--- config.mk ---
export PLATFORM = sky130hd
export DESIGN_NAME = ydata_receiver_flat
export DESIGN_NICKNAME = d
export VERILOG_FILES = /design/src/rtl/ydata_receiver_if.sv /design/src/rtl/ydata_receiver.sv /design/src/flat_wrapper.sv
export SDC_FILE = /design/constraint.sdc
export NUM_CORES = 1
export LEC_CHECK = 0
export CORE_MARGIN = 2
export CORE_UTILIZATION = 45
export CTS_BUF_LIST = sky130_fd_sc_hd__clkbuf_16
export DETAILED_ROUTE_END_ITERATION = 10
export PLACE_DENSITY = 0.68
export SLEW_MARGIN = 0
export SYNTH_ARGS = -nofsm -noshare
export SYNTH_HDL_FRONTEND = slang
export SYNTH_SLANG_ARGS = --single-unit
--- constraint.sdc ---
create_clock -name clk -period 4 [get_ports clk]
set_input_delay 0.8 -clock clk [delete_from_list [all_inputs] [get_ports clk]]
set_output_delay 0.8 -clock clk [all_outputs]
set_load 0.05 [all_outputs]
--- src/rtl/ydata_receiver_if.sv ---
// rtl/ydata_receiver_if.sv - Y-link receive side and local pop port bundled as one interface
interface ydata_receiver_if #(
  parameter int DATA_W = 32,
  parameter int DEPTH  = 4,
  parameter int CNT_W  = $clog2(DEPTH) + 1
);
  logic              YREQ;
  logic [DATA_W-1:0] YDATA;
  logic              YPARITY;
  logic              PARITYSEL;
  logic              YACK;
  logic [DATA_W-1:0] RDATA;
  logic              RPERR;
  logic              RVALID;
  logic              RREADY;
  logic [CNT_W-1:0]  COUNT;
  logic              FULL;
  logic              PERR;
  logic              PERR_CLR;

  // master: write-buffer sender plus local consumer; slave: the receiver
  modport master (
    output YREQ, YDATA, YPARITY, PARITYSEL, RREADY, PERR_CLR,
    input  YACK, RDATA, RPERR, RVALID, COUNT, FULL, PERR
  );

  modport slave (
    input  YREQ, YDATA, YPARITY, PARITYSEL, RREADY, PERR_CLR,
    output YACK, RDATA, RPERR, RVALID, COUNT, FULL, PERR
  );
endinterface

--- src/rtl/ydata_receiver.sv ---
// rtl/ydata_receiver.sv - Y-link four-phase receiver with parity check and tagged FIFO
// Optional: YRX_PARITY_DROP_EN discards words that fail parity instead of queueing them.
module ydata_receiver #(
  parameter int DATA_W = 32,
  parameter int DEPTH  = 4,
  parameter int CNT_W  = $clog2(DEPTH) + 1
) (
  input  logic clk,
  input  logic rst,
  ydata_receiver_if.slave bus
);
  localparam int PTR_W = $clog2(DEPTH);

  typedef enum logic {IDLE, ACK} state_t;

  state_t state, state_nxt;

  logic [DATA_W:0]  mem [DEPTH];
  logic [PTR_W-1:0] wr_ptr, rd_ptr;
  logic [CNT_W-1:0] count;
  logic             perr_flag;

  logic full, capture, perr, push, pop;

  assign full = (count == CNT_W'(DEPTH));
  assign perr = ((^bus.YDATA) ^ bus.YPARITY) != bus.PARITYSEL;
  assign pop  = (count != '0) && bus.RREADY;

  always_comb begin
    state_nxt = state;
    capture   = 1'b0;
    case (state)
      IDLE: begin
        // a full FIFO stalls the handshake, even if a pop happens this cycle
        if (bus.YREQ && !full) begin
          capture   = 1'b1;
          state_nxt = ACK;
        end
      end
      ACK: begin
        if (!bus.YREQ) state_nxt = IDLE;
      end
      default: state_nxt = IDLE;
    endcase
  end

`ifdef YRX_PARITY_DROP_EN
  assign push = capture && !perr;
`else
  assign push = capture;
`endif

  always_ff @(posedge clk) begin
    if (rst) begin
      state     <= IDLE;
      wr_ptr    <= '0;
      rd_ptr    <= '0;
      count     <= '0;
      perr_flag <= 1'b0;
    end else begin
      state <= state_nxt;
      if (push) wr_ptr <= wr_ptr + PTR_W'(1);
      if (pop)  rd_ptr <= rd_ptr + PTR_W'(1);
      if (push && !pop)      count <= count + CNT_W'(1);
      else if (pop && !push) count <= count - CNT_W'(1);
      // a same-cycle error beats the clear
      if (capture && perr)   perr_flag <= 1'b1;
      else if (bus.PERR_CLR) perr_flag <= 1'b0;
    end
  end

  always_ff @(posedge clk) begin
    if (push) mem[wr_ptr] <= {perr, bus.YDATA};
  end

  assign bus.YACK   = (state == ACK);
  assign bus.RDATA  = mem[rd_ptr][DATA_W-1:0];
`ifdef YRX_PARITY_DROP_EN
  assign bus.RPERR  = 1'b0;
`else
  assign bus.RPERR  = mem[rd_ptr][DATA_W];
`endif
  assign bus.RVALID = (count != '0);
  assign bus.COUNT  = count;
  assign bus.FULL   = full;
  assign bus.PERR   = perr_flag;
endmodule

--- src/flat_wrapper.sv ---
// flat-port wrapper written by rule: the top's interface ports become plain ports
module ydata_receiver_flat 
#(
  parameter int DATA_W = 32,
  parameter int DEPTH  = 4,
  parameter int CNT_W  = $clog2(DEPTH) + 1
)
  (clk, rst, bus_YREQ, bus_YDATA, bus_YPARITY, bus_PARITYSEL, bus_RREADY, bus_PERR_CLR, bus_YACK, bus_RDATA, bus_RPERR, bus_RVALID, bus_COUNT, bus_FULL, bus_PERR);
  ydata_receiver_if #(.DATA_W(DATA_W), .DEPTH(DEPTH), .CNT_W(CNT_W)) bus_i ();
  input  logic clk;
  input  logic rst;
  input wire logic [$bits(bus_i.YREQ)-1:0] bus_YREQ;
  input wire logic [$bits(bus_i.YDATA)-1:0] bus_YDATA;
  input wire logic [$bits(bus_i.YPARITY)-1:0] bus_YPARITY;
  input wire logic [$bits(bus_i.PARITYSEL)-1:0] bus_PARITYSEL;
  input wire logic [$bits(bus_i.RREADY)-1:0] bus_RREADY;
  input wire logic [$bits(bus_i.PERR_CLR)-1:0] bus_PERR_CLR;
  output wire logic [$bits(bus_i.YACK)-1:0] bus_YACK;
  output wire logic [$bits(bus_i.RDATA)-1:0] bus_RDATA;
  output wire logic [$bits(bus_i.RPERR)-1:0] bus_RPERR;
  output wire logic [$bits(bus_i.RVALID)-1:0] bus_RVALID;
  output wire logic [$bits(bus_i.COUNT)-1:0] bus_COUNT;
  output wire logic [$bits(bus_i.FULL)-1:0] bus_FULL;
  output wire logic [$bits(bus_i.PERR)-1:0] bus_PERR;
  assign bus_i.YREQ = bus_YREQ;
  assign bus_i.YDATA = bus_YDATA;
  assign bus_i.YPARITY = bus_YPARITY;
  assign bus_i.PARITYSEL = bus_PARITYSEL;
  assign bus_i.RREADY = bus_RREADY;
  assign bus_i.PERR_CLR = bus_PERR_CLR;
  assign bus_YACK = bus_i.YACK;
  assign bus_RDATA = bus_i.RDATA;
  assign bus_RPERR = bus_i.RPERR;
  assign bus_RVALID = bus_i.RVALID;
  assign bus_COUNT = bus_i.COUNT;
  assign bus_FULL = bus_i.FULL;
  assign bus_PERR = bus_i.PERR;
  ydata_receiver #(.DATA_W(DATA_W), .DEPTH(DEPTH), .CNT_W(CNT_W)) u_core (.clk(clk), .rst(rst), .bus(bus_i));
endmodule
==> results of run 1 <==
==> final cells by class <==
type | count | area share
Clock buffer | 17 | 0.0596
Multi-Input combinational cell | 102 | 0.186
Clock inverter | 12 | 0.0114
Tap cell | 168 | 0.0295
Timing Repair Buffer | 88 | 0.123
Inverter | 5 | 0.00263
Sequential cell | 143 | 0.587
==> routing by layer <==
layer	vias up	routed length [µm]	part of all wire
li1	1231	-	-
met5	-	0	0
met3	11	367	0.037
met4	0	154	0.016
met2	68	5000	0.51
met1	1305	4280	0.44
==> critical path: stages (launching register included) <==
cell and delay (ns):
dfxtp_2 0.35, buf_4 0.33, mux4_2 0.56, clkdlybuf4s50_1 0.73
==> worst max path at each step <==
stage                         from             endpoint  slack (ns)  cells past startpoint
2_1_floorplan  u_core.bus.COUNT[2]  u_core.bus.COUNT[2]        0.63                      8
3_3_place_gp              bus_YREQ  u_core.bus.COUNT[2]        0.91                      8
3_5_place_dp              bus_YREQ  u_core.bus.COUNT[2]        0.82                      8
4_1_cts                   register        bus_RDATA[22]        0.72                      3
5_1_grt                   register        bus_RDATA[30]        0.67                      3
6_report                  register        bus_RDATA[30]        0.80                      3
==> cells in the final DEF (no fill, tap or decap), drive strengths merged <==
master         synthesis  layout
a21oi                  2       2
and2                   4       4
buf                    3      10
bufinv                 0       1
clkbuf                 6      17
clkdlybuf4s50          0      78
clkinv                 0       9
clkinvlp               0       1
dfxtp                 11      11
edfxtp               132     132
fa                     1       1
ha                     5       5
inv                    5       6
mux2i                  2       2
mux4                  33      33
nand2                  1       1
nand2b                 1       1
nand3                  1       1
nand4b                 1       1
nor2                   7       7
nor3b                  2       2
o21ai                  1       1
o311ai                 1       1
or3                    2       2
or4b                   1       1
xnor2                 28      28
xnor3                  1       1
xor2                   8       8
==> sequential cells by signal (all words and copies together) (netlist names), named ones only <==
register          cells
u_core.bus.PERR       1
u_core.wr_ptr         2
u_core.rd_ptr         2
u_core.bus.YACK       1
u_core.mem          132
u_core.bus.COUNT      3
==> power by group through the flow <==
stage                     sequential (mW)  combinational [mW]  clock (mW)
after floorplan                      1.96                1.19           0
after global placement               1.92                1.77           0
after detailed placement             1.93                1.78           0
after CTS                            1.90                1.79        1.38
after global routing                 1.92                1.86        1.44
final                                1.90                1.76        1.36
==> cells by family (layout without fill, tap and decap cells) <==
kind of cell    Yosys count  after routing  synth area share
mux                      35             35             0.137
buf+inv                  14            122            0.0101
flops                   143            143             0.752
compound gates            4              4           0.00427
xor+xnor                 37             37            0.0607
simple gates             20             20            0.0211
fa+ha+maj                 6              6            0.0148
==> results summary, run 1 <==
The run finished with clean final reports. OpenSTA, run right after detailed placement, puts the worst setup slack at 0.823 ns. The net switching power of the design is 1.67 mW. The clock-pin slew of the registers on the worst-case setup and hold paths is 0.05 ns. The clock tree buffer depth is 2. The clock skew is 0.00401 ns. The number of maximum-capacitance constraint violations is 0. The commonest cells after synthesis are edfxtp_1, mux4_2, xnor2_1. The tightest slew margin relative to the limit came out at 0.608. The post-detailed-placement cell area is 0.00663 mm². The startpoint identified for the worst register-to-register timing path is u_core.bus.COUNT[0]. The upper clock frequency limit came out at 312 MHz. The tree built by TritonCTS fans out to 143 sinks.

The ratio of total power to cell area came out at 704 mW/mm². The clock insertion delay at the later pin of the skew report came out at 0.41 ns. The count of antenna-violating nets left after detailed routing is 0. The total clock buffers created by CTS came out at 17.

For this run, the register share of the synthesized area comes to 0.752. The number of top-level design ports is 79. The final global-route overflow total is 0. The number of distinct library cell variants in the gate-level netlist after synthesis is 25. In this run the cell area of the synthesized design comes to 0.00557 mm².

The number of cells produced by synthesis is 259. The floorplan step defined a core boundary enclosing 0.0121 mm². The count of final hold-check violations came out at 0. The min-delay analysis places its worst path in the category register to register. During synthesis, Yosys emitted a total of 0 warnings. The share of the synthesized area in the top cell type is 0.712. At the end of the flow, the number of nets in the layout was 402.

In the global route stage, met3 resource usage came out at 0.0490. The CTS H-tree depth is 4. The endpoint identified for the worst register-to-register timing path is u_core.bus.COUNT[2]. The wire-length estimate of the detail-placed layout is 6200 µm. The row count is 40. The setup total negative slack is 0 ns. In this run the post-CTS setup repair buffer count came out at 0. STA classifies the critical path endpoint as an output port. In the final layout, flip-flops and latches occupy 0.00419 mm². The worst-path maximum fanout is 17. The initial antenna violation count is 0. The finished layout holds 535 standard cells, fillers aside. The critical path required time is 3.20 ns.

The number of diodes came out at 0. The startpoint type of the worst setup path is a register. The first global-routing pass estimated 15200 µm of wire. The switching power as a share of total power is 0.334. The number of placed instances, taps included is 506. The routed layout has 2615 vias. The area overhead of the layout relative to synthesis is 28.2%.

The maximum number of pins on one net before global-route repair is 23. The via count of the first global-routing pass is 2830. For met1 alone, demand over resource in global routing was 0.206. The worst IR drop on VDD is 0.000366 V. The core occupancy in the finished layout is 0.591. The worst hold margin is 0.473 ns. The clock period could shrink to 3.20 ns.

The cell at the root of the clock tree is clkbuf_16. The total routing resource utilization after global routing came out at 0.161. Counting flops and latches in the post-synthesis netlist gives 143. In the synthesized netlist the dominant register cell turns out to be edfxtp_1. The count of cells along the worst register-to-register path is 8. The mean routed wirelength per cell is 18.3 µm.

The setup slack of the worst register-to-register path came out at 1.55 ns. The most numerous cell in the Yosys netlist is edfxtp_1. The die outline width came out at 115 µm.

The final number of setup-violating endpoints came out at 0. For hold timing, the worst endpoint is u_core.bus.YACK. The congestion estimate from routability-driven global placement came to 0.669. The static leakage came out at 2.32 nW. In this run the most used layer during global routing was met2. The worst-margin pin slew came out at 0.589 ns. The worst path setup slack after routing came out at 0.798 ns. The count of buffers inserted at the top-level ports is 78. The total internal power is 3.34 mW. The die covers 0.0133 mm². TritonCTS built the clock tree. The per-cell via count in the routed design is 4.89.

In the final layout, the share of cells above drive strength 1 is 0.202. The routed wire length came out at 9800 µm. The number of pins with negative max-slew slack in the final report is 0.

The length of the first detailed-routing pass in iterations came out at 4. The synthesized design contains 132 enable-type register cells. edfxtp_1 takes more of the synthesized area than any other cell. The overall power consumption is 5.02 mW. The startpoint identified for the worst hold timing path is u_core.bus.YACK. The starting DRC count in detailed routing is 141. The number of inserted filler cells in the final layout came out at 876. For this run, design rule violations remaining after detail routing come to 0. For this configuration, the core starts out at a cell density of 0.461. By area the synthesized netlist is led by edfxtp_1, mux4_2, xnor2_1. The average instance area after synthesis is 21.5 µm². The share of flip-flops with an asynchronous set or reset is 0. Buffers inserted to repair hold after CTS numbered 0. The floorplan step set the die height to 115 µm.

The portion of total power attributed to combinational logic came out at 0.350. Setup repair after global routing left no endpoint under its margin. Data on the critical path arrives at its endpoint at 2.40 ns. The combined area of the multi-input logic cells came out at 0.00133 mm². The clock network power share came out at 0.272.

Dividing the final minimum period by the clock period gives 0.801. The worst hold path cell count came out at 2. The type of the worst setup path is register to output port. The cell area after layout came out at 0.00713 mm². The post-CTS resize count is 0. The met2 track demand over resource in global routing came out at 0.257. Counting every net in the synthesized netlist gives 304. The share of total power dissipated in sequential elements is 0.378.
No activity file was read; power rests on OpenSTA's default activity.
==> inputs of run 2 (changes only) <==
- clock period: 4 -> 3 ns (I/O delays scaled with it)
==> run 2 against run 1 <==
Compared with the run above:
- clock power up 47%
- non-clock buffer count down 1
- sequential share of layout area down 0.67 points
- clock skew up 0.0032 ns
- routed wire length up 1.5%
- final cell count up 0.37%
==> results summary, run 2 (same netlist as run 1, synthesis figures left out) <==
The flow ran to the end, and the final reports show no timing, DRC or antenna violations. Compared with the post-synthesis result, the final layout area differs by 29.7%. The maximum number of pins on one net before global-route repair came out at 34. The path class of the tightest hold or removal check is register to register.

The length of the first detailed-routing pass in iterations came out at 4. The weighted congestion at the end of routability-driven global placement is 0.690. TritonCTS built the clock tree. The clock net in this run drives a total of 143 sinks. The initial antenna violation count came to 0. Setup repair after global routing left no endpoint under its margin. The number of top-level design ports is 79. The static leakage is 2.44 nW. The routed wire length is 9940 µm.

The clock-pin slew of the registers on the worst-case setup and hold paths is 0.06 ns. Once placement completed, the tool counted placed cells totaling 505. In the final layout, the share of cells above drive strength 1 is 0.260.

The die outline width is 115 µm. The number of diodes is 0. The via count of the first global-routing pass is 2763.

The startpoint identified for the worst register-to-register timing path is u_core.bus.COUNT[0]. The total routing resource utilization after global routing came out at 0.161. The detailed placer's ending HPWL is 6020 µm. The CTS H-tree depth came out at 4.

The first-pass GRT wire length came out at 15400 µm. The clock skew came out at 0.00726 ns. IR analysis of the VDD net gives a maximum drop of 0.000387 V. In this run the standard cell core region covers 0.0121 mm². The count of final hold-check violations is 0. The most frequent standard cell in the layout excluding fill and tap cells is edfxtp_1. The total clock buffers created by CTS came out at 17. The net total in the final layout is 401. The register with the most flip-flops is u_core.mem. The worst-path maximum fanout came out at 33. In this run the most critical hold path is launched from u_core.bus.YACK.

The startpoint type of the worst setup path is a register. The worst-margin pin slew came out at 0.566 ns. The top cell types in the final layout, fill and taps aside, are edfxtp_1, clkdlybuf4s50_1, mux4_2. In the routed design, unresolved DRC markers number 0. The number of pins with negative max-slew slack in the final report came to 0.

The tightest slew margin relative to the limit is 0.622. At the worst endpoint, the arrival time is 2.31 ns. For the worst-skew pair, the clock arrives at the later sink with an insertion delay of 0.41 ns. For this configuration, the core starts out at a cell density of 0.461. The overall die area came out at 0.0133 mm². The count of buffers inserted at the top-level ports came out at 78. The first routing iteration left 145 violations. The count of nets left with antenna violations once routing finished came out at 0.

After global routing the overflow that remains totals 0. Setup violations remaining at the end of the flow were counted as 0. The row count is 40. Using the TritonRoute via totals, the vias-per-cell ratio works out to 4.99. The share of the cycle needed by the critical path after routing came out at 0.969. The filler-free cell count of the finished design is 537. The critical path required time came out at 2.40 ns. The via count came out at 2682. The setup total negative slack came out at 0 ns. The number of maximum-capacitance constraint violations is 0.

The clock tree buffer depth is 2. The cell at the root of the clock tree is clkbuf_16. Measured along the y axis, the die boundary spans 115 µm. The mean routed wirelength per cell is 18.5 µm. STA classifies the critical path endpoint as an output port. The upper clock frequency limit is 344 MHz. The register with the most flip-flops in the layout has 132 of them. In this run the power density over the cells is 952 mW/mm². The minimum period implied by the final worst setup slack is 2.91 ns. The type of the worst setup path is register to output port.
-- run 2: cell count changes in the layout (fill, tap and decap cells not counted), sizes merged, moves of 3 or more --
cell	change
clkinvlp	+5
inv	+3
buf	+16
clkdlybuf4s50	-28
clkinv	-6
dlymetal6s2s	+10
-- run 2: layout make-up --
| cell class | count | area (µm²) |
|---|---|---|
| Fill cell | 902 | 4850 |
| Sequential cell | 143 | 4190 |
| Multi-Input combinational cell | 102 | 1340 |
| Timing Repair Buffer | 87 | 892 |
| Clock buffer | 17 | 425 |
| Tap cell | 168 | 210 |
| Clock inverter | 15 | 148 |
| Inverter | 5 | 18.8 |
-- run 2: through the flow --
step	instance area (µm²)	hold slack (ns)	utilization	worst slack [ns]	power [mW]
5_1_grt	7220	0.501	0.598	0.00258	7.13
2_1_floorplan	5570	0.485	-	0.237	4.20
3_5_place_dp	6620	0.473	0.549	0.0984	4.95
4_1_cts	7190	0.481	0.596	0.00673	6.96
6_report	7220	0.475	0.598	0.0944	6.87
3_3_place_gp	6620	0.460	0.549	0.127	4.92
-- run 2: repair_timing --
| item | CTS | global route |
|---|---|---|
| endpoints found under the setup margin | 1 | 10 |
| setup buffers | 0 | 0 |
| endpoints found under the hold margin | 0 | 0 |
| hold buffers | 0 | 0 |
| gates resized for setup | 1 | 10 |
-- run 2: routing by layer --
layer / share of wire / global-route usage / vias up
li1: - / - / 1227
met5: 0 / 0 / -
met3: 0.038 / 0.0448 / 11
met2: 0.51 / 0.267 / 63
met4: 0.013 / 0.0602 / 0
met1: 0.44 / 0.204 / 1381
-- run 2: critical path: stages (launching register included) --
cell and delay (ns):
dfxtp_2 0.34, buf_12 0.28, mux4_2 0.54, clkdlybuf4s50_1 0.72
-- run 2: worst paths after layout --
| kind | to | cells after the start | slack, ns |
|---|---|---|---|
| worst max-delay path | bus_RDATA[19] | 3 | 0.09 |
| worst min-delay path | u_core.bus.YACK | 2 | 0.48 |
| worst max register to register | u_core.bus.COUNT[2] | 8 | 0.80 |
| worst min register to register | u_core.bus.YACK | 2 | 0.48 |
-- run 2: power breakdown --
| group | switching, mW | internal [mW] |
|---|---|---|
| registers | 0.0939 | 2.43 |
| logic | 1.43 | 0.902 |
| clock network | 0.788 | 1.22 |
| total | 2.32 | 4.55 |
